===== config.mk =====
export PLATFORM = sky130hd
export DESIGN_NAME = wbf_rd_arb
export DESIGN_NICKNAME = d
export VERILOG_FILES = /design/src/rtl/wbf_rd_arb.sv
export SDC_FILE = /design/constraint.sdc
export NUM_CORES = 1
export LEC_CHECK = 0
export ABC_AREA = 1
export BUFFER_PORTS_ARGS = -buffer_cell sky130_fd_sc_hd__buf_2
export CAP_MARGIN = 20
export CORE_MARGIN = 2
export CORE_UTILIZATION = 43
export CTS_CLUSTER_DIAMETER = 60
export DETAILED_ROUTE_END_ITERATION = 6
export PLACE_DENSITY_LB_ADDON = 0.1
export SYNTH_ARGS = -nofsm -noshare
export SYNTH_HDL_FRONTEND = slang
export SYNTH_SLANG_ARGS = --single-unit

===== constraint.sdc =====
create_clock -name clk -period 2.59 [get_ports clk]
set_clock_uncertainty 0.1 [all_clocks]
set_input_delay 0.3885 -clock clk [delete_from_list [all_inputs] [get_ports clk]]
set_output_delay 0.3885 -clock clk [all_outputs]
set_load 0.02 [all_outputs]

===== src/rtl/wbf_rd_arb.sv =====
// Round-robin arbiter sharing the Weight Buffer read port among NUM_PORT requesters,
// with an in-order tag FIFO routing returned data. Define WBF_ARB_STAT_EN for per-port grant counters.
module wbf_rd_arb #(
  parameter int NUM_PORT       = 4,
  parameter int WEI_ADDR_WIDTH = 8,
  parameter int DATA_WIDTH     = 8,
  parameter int MAX_OUTSTD     = 4
) (
  input  logic                               clk,
  input  logic                               rst,
  input  logic                               TOPARB_CfgVld,
  output logic                               ARBTOP_CfgRdy,
  output logic                               ARBTOP_Busy,
  output logic                               ARBTOP_Err,
  input  logic [NUM_PORT-1:0]                PORARB_AdrVld,
  input  logic [NUM_PORT*WEI_ADDR_WIDTH-1:0] PORARB_Adr,
  output logic [NUM_PORT-1:0]                ARBPOR_AdrRdy,
  output logic [NUM_PORT-1:0]                ARBPOR_DatVld,
  output logic [NUM_PORT*DATA_WIDTH-1:0]     ARBPOR_Dat,
  input  logic [NUM_PORT-1:0]                PORARB_DatRdy,
  output logic                               ARBWBF_AdrVld,
  output logic [WEI_ADDR_WIDTH-1:0]          ARBWBF_Adr,
  input  logic                               WBFARB_AdrRdy,
  input  logic                               WBFARB_DatVld,
  input  logic [DATA_WIDTH-1:0]              WBFARB_Dat,
  output logic                               ARBWBF_DatRdy
`ifdef WBF_ARB_STAT_EN
  ,
  output logic [NUM_PORT*16-1:0]             ARBTOP_GntCnt
`endif
);

  localparam int PW = $clog2(NUM_PORT);
  localparam int AW = $clog2(MAX_OUTSTD);
  localparam int CW = AW + 1;
  localparam logic [PW:0]   NP_W   = NUM_PORT[PW:0];
  localparam logic [PW-1:0] LAST_P = PW'(NUM_PORT - 1);
  localparam logic [CW-1:0] MAX_C  = CW'(MAX_OUTSTD);

  typedef enum logic [1:0] {S_IDLE, S_WORK, S_DRAIN} state_t;

  state_t          state;
  logic [PW-1:0]   rr_ptr;
  logic [PW-1:0]   tags [MAX_OUTSTD];
  logic [AW-1:0]   wr_ptr, rd_ptr;
  logic [CW-1:0]   cnt;
  logic [PW-1:0]   sel, head;
  logic [PW:0]     scan;
  logic            found, push, pop, not_empty;

  // Round-robin scan starting at rr_ptr; first requester found wins.
  always_comb begin
    sel   = rr_ptr;
    found = 1'b0;
    scan  = '0;
    for (int i = 0; i < NUM_PORT; i++) begin
      scan = {1'b0, rr_ptr} + (PW+1)'(i);
      if (scan >= NP_W) scan = scan - NP_W;
      if (!found && PORARB_AdrVld[scan[PW-1:0]]) begin
        found = 1'b1;
        sel   = scan[PW-1:0];
      end
    end
  end

  assign ARBWBF_AdrVld = (state == S_WORK) && (cnt != MAX_C) && found;
  assign ARBWBF_Adr    = PORARB_Adr[sel*WEI_ADDR_WIDTH +: WEI_ADDR_WIDTH];
  assign push          = ARBWBF_AdrVld & WBFARB_AdrRdy;

  assign head          = tags[rd_ptr];
  assign not_empty     = (cnt != '0);
  assign ARBWBF_DatRdy = not_empty & PORARB_DatRdy[head];
  assign pop           = WBFARB_DatVld & ARBWBF_DatRdy;
  assign ARBPOR_Dat    = {NUM_PORT{WBFARB_Dat}};

  always_comb begin
    ARBPOR_AdrRdy = '0;
    ARBPOR_DatVld = '0;
    if (push) ARBPOR_AdrRdy[sel] = 1'b1;
    if (WBFARB_DatVld && not_empty) ARBPOR_DatVld[head] = 1'b1;
  end

  // NOTE: sequential state uses non-blocking assignments so every register samples pre-edge values.
  always_ff @(posedge clk) begin
    if (rst) begin
      state         <= S_IDLE;
      ARBTOP_CfgRdy <= 1'b1;
      ARBTOP_Busy   <= 1'b0;
    end else begin
      case (state)
        S_IDLE: if (TOPARB_CfgVld) begin
          state         <= S_WORK;
          ARBTOP_CfgRdy <= 1'b0;
          ARBTOP_Busy   <= 1'b1;
        end
        S_WORK: if (TOPARB_CfgVld) state <= S_DRAIN;
        S_DRAIN: if (!not_empty && !pop) begin
          state         <= S_IDLE;
          ARBTOP_CfgRdy <= 1'b1;
          ARBTOP_Busy   <= 1'b0;
        end
        default: begin
          state         <= S_IDLE;
          ARBTOP_CfgRdy <= 1'b1;
          ARBTOP_Busy   <= 1'b0;
        end
      endcase
    end
  end

  always_ff @(posedge clk) begin
    if (rst) begin
      rr_ptr     <= '0;
      wr_ptr     <= '0;
      rd_ptr     <= '0;
      cnt        <= '0;
      ARBTOP_Err <= 1'b0;
    end else begin
      if (push) begin
        rr_ptr <= (sel == LAST_P) ? '0 : sel + 1'b1;
        wr_ptr <= wr_ptr + 1'b1;
      end
      if (pop) rd_ptr <= rd_ptr + 1'b1;
      case ({push, pop})
        2'b10:   cnt <= cnt + 1'b1;
        2'b01:   cnt <= cnt - 1'b1;
        default: cnt <= cnt;
      endcase
      if (WBFARB_DatVld && !not_empty) ARBTOP_Err <= 1'b1;
    end
  end

  // NOTE: tag storage is not reset; cnt and the pointers alone decide which entries are valid.
  always_ff @(posedge clk) begin
    if (push) tags[wr_ptr] <= sel;
  end

`ifdef WBF_ARB_STAT_EN
  logic [15:0] gnt_cnt [NUM_PORT];
  logic        start;

  assign start = (state == S_IDLE) && TOPARB_CfgVld;

  always_ff @(posedge clk) begin
    for (int p = 0; p < NUM_PORT; p++) begin
      if (rst || start)
        gnt_cnt[p] <= '0;
      else if (push && (sel == PW'(p)) && (gnt_cnt[p] != 16'hFFFF))
        gnt_cnt[p] <= gnt_cnt[p] + 16'd1;
    end
  end

  always_comb begin
    ARBTOP_GntCnt = '0;
    for (int p = 0; p < NUM_PORT; p++) ARBTOP_GntCnt[p*16 +: 16] = gnt_cnt[p];
  end
`endif

endmodule

==> flow_metrics.env <==
export IMPL_portBuffers=65
export IMPL_drv_slew=0
export IMPL_tightest_slew_ns=0.248
export IMPL_critPathBufInv=3
export IMPL_die_h_um=78.2
export IMPL_numClockSinks=24
export IMPL_std_cell_rows=27
export IMPL_crit_path_top_delay_cell="dfxtp_4"
export IMPL_yosys_area_top_type="nand2_1"
export IMPL_period_share=0.996
export IMPL_r2r_slack_ns=0.16
export IMPL_layout_drive_gt1_share=0.410
export IMPL_dr_pass1_iters=4
export IMPL_wl_per_cell_um=11.6
export IMPL_grt_max_degree=21
export IMPL_cts_made_buffers=3
export IMPL_wl_met2_um=2940
export IMPL_ys_flop_type="dfxtp_1"
export IMPL_grt_use_total=0.157
export IMPL_cpMostUsedCell="nand2_1"
export IMPL_clk_pin_slew_ns=0.08
export IMPL_rsz0062_at_grt="true"
export IMPL_synth_top_area_share=0.181
export IMPL_synthTopCellsByArea="nand2_1 (18%), dfxtp_1 (14%), buf_4 (10%)"
export IMPL_num_nets_final=471
export IMPL_cts_tree="done"
export IMPL_ant_nets=0
export IMPL_ys_seq_area_frac=0.237
export IMPL_syn_num_nets=418
export IMPL_postCtsHoldBufs=0
export IMPL_fin_ws_ns=0.00921
export IMPL_wl_met3_um=195
export IMPL_hpwl_um=3670
export IMPL_path_delay_family="simple AND/OR/NAND/NOR gates"
export IMPL_outcome="completed"
export IMPL_top_layer_used="met4"
export IMPL_grt_overflow_total=0
export IMPL_die_area_um2=6110
export IMPL_vias=2255
export IMPL_power_total_uw=1630
export IMPL_drt_iter0_drc=61
export IMPL_initial_utilization=0.438
export IMPL_pwr_density_cell_nw_per_um2=534
export IMPL_dp_slack_ns=0.0758
export IMPL_ys_top_cells_by_count="nand2_1 (114), inv_1 (40), nand3_1 (39)"
export IMPL_hold_viol_final=0
export IMPL_clockBufferDepth=2
export IMPL_viasPerCell=4.71
export IMPL_max_stage_delay_ns=0.42
export IMPL_yosysUniqueCellTypes=27
export IMPL_cts_root_buf="clkbuf_8"
export IMPL_hold_path_class="primary input to flip-flop"
export IMPL_post_route_min_period_ns=2.58
export IMPL_gp_congestion=0.783
export IMPL_antennaDiodeCount=0
export IMPL_critical_path_class="flip-flop to output port"
export IMPL_worstSetupEndpointType="output port"
export IMPL_netlist_instances=355
export IMPL_ys_seq_elements=24
export IMPL_path_max_fanout=8
export IMPL_routed_wl_um=5570
export IMPL_yosysMostFrequentCell="nand2_1"
export IMPL_drt_met1_wl_um=2360
export IMPL_area_growth_pct=29.3
export IMPL_path_cells="buf_8 -> nand2_1 -> nand2_1 -> nand2_2 -> nand2_4 -> nand4_4 -> nand2_8 -> clkbuf_16 -> nand3_2 -> nand2_1 -> nand2_1 -> nand2_1 -> buf_6"
export IMPL_drc=0
export IMPL_postSynthAreaPerCell_um2=6.66
export IMPL_core_um2=5410
export IMPL_antenna_found_initial=0
export IMPL_syn_area_um2=2370
export IMPL_grt_pass1_wl_um=8100
export IMPL_ys_warn_count=0
export IMPL_clock_latency_ns=0.26
export IMPL_vdd_ir_drop_max_uv=294
export IMPL_fp_dieW_um=78.2
export IMPL_critPathArrivalTime_ns=2.09
export IMPL_grt_pass1_vias=1911
export IMPL_leakagePower_uw=0.00162
export IMPL_htree_levels=1
export IMPL_setup_worst_path_start_class="flip-flop"
export IMPL_async_flop_share=0
export IMPL_worstPathRequired_ns=2.10
export IMPL_maxCapViolations=0
export IMPL_slew_limit_headroom=0.834
export IMPL_finalSetupViolations=0
export IMPL_io_pins=106
export IMPL_synth_edf_count=8
export IMPL_max_freq_mhz=387
==> flip-flops by register name, summed over array words and instances (netlist names), named ones only <==
name / count
tags: 8
cnt: 3
rd_ptr: 2
rr_ptr: 2
state: 2
wr_ptr: 2
ARBTOP_Busy: 1
ARBTOP_CfgRdy: 1
ARBTOP_Err: 1
==> report_power, final <==
part / leakage [uW] / internal, uW / switching, uW / total [uW]
combinational: 0.00139 / 405 / 557 / 962
sequential: 0.000207 / 423 / 26.2 / 450
clock: 0.0000228 / 110 / 113 / 222
total: 0.00162 / 938 / 696 / 1630
==> stage by stage <==
| step | std cells | area (um^2) | util | hold WS (ns) | setup TNS, ns |
|---|---|---|---|---|---|
| after floorplan | 355 | 2370 | - | 0.355 | 0 |
| after global placement | 464 | 2550 | 0.472 | 0.336 | 0 |
| after detailed placement | 464 | 2550 | 0.472 | 0.340 | 0 |
| after CTS | 470 | 2620 | 0.485 | 0.287 | 0 |
| after global routing | 479 | 3060 | 0.566 | 0.306 | -1.05 |
| final | 479 | 3060 | 0.566 | 0.291 | 0 |
==> routing by layer <==
layer | vias up | GRT usage
met4 | 0 | 0.0632
met3 | 8 | 0.0126
met2 | 43 | 0.283
li1 | 1191 | -
met5 | - | 0
met1 | 1013 | 0.192
==> final cells by class <==
class	instances	area [um^2]
clock buffers	4	45.0
fillers	538	2350
inverters	42	175
multi-input cells	253	1540
flip-flops and latches	24	573
well taps	72	90.1
repair buffers	84	641
==> cells in the final DEF, fill, tap and decap left out, types with 3 or more instances in the layout <==
cell / n
inv_1: 36
nor3_1: 6
nand3_2: 19
buf_2: 53
edfxtp_1: 8
clkbuf_16: 3
nand2_8: 3
ha_1: 7
dfxtp_4: 3
a21oi_1: 9
nand2_1: 103
nand3_1: 22
inv_2: 3
buf_4: 12
nand2_2: 23
buf_12: 3
clkbuf_8: 3
o21ai_0: 5
buf_6: 12
dfxtp_1: 12
nor2_1: 23
nand2_4: 19
==> logic make-up (layout without fill, tap and decap cells) <==
family | after synthesis | in the layout | share of synthesized area
AO/OA/AOI/OAI | 16 | 16 | 0.0338
buffers and inverters | 80 | 130 | 0.197
flip-flops | 24 | 24 | 0.237
adder cells (fa/ha/maj) | 10 | 10 | 0.0561
XOR/XNOR | 1 | 1 | 0.00370
AND/OR/NAND/NOR | 224 | 226 | 0.472
==> path summary, 6_finish.rpt <==
kind	from	endpoint	cells past startpoint
setup reg to reg	rr_ptr[0]	cnt[2]	15
hold / removal	rst	state[0]	2
setup / recovery	rr_ptr[0]	ARBWBF_Adr[7]	13
hold reg to reg	ARBTOP_Err	ARBTOP_Err	2
==> what timing repair did <==
item                       CTS  global route
gates resized for setup      7            85
buffers inserted             2             4
setup endpoints to repair   12            13
gates cloned                 0             5
pin swaps                    0            40
Note: power is estimated with default switching activity, not from simulation.
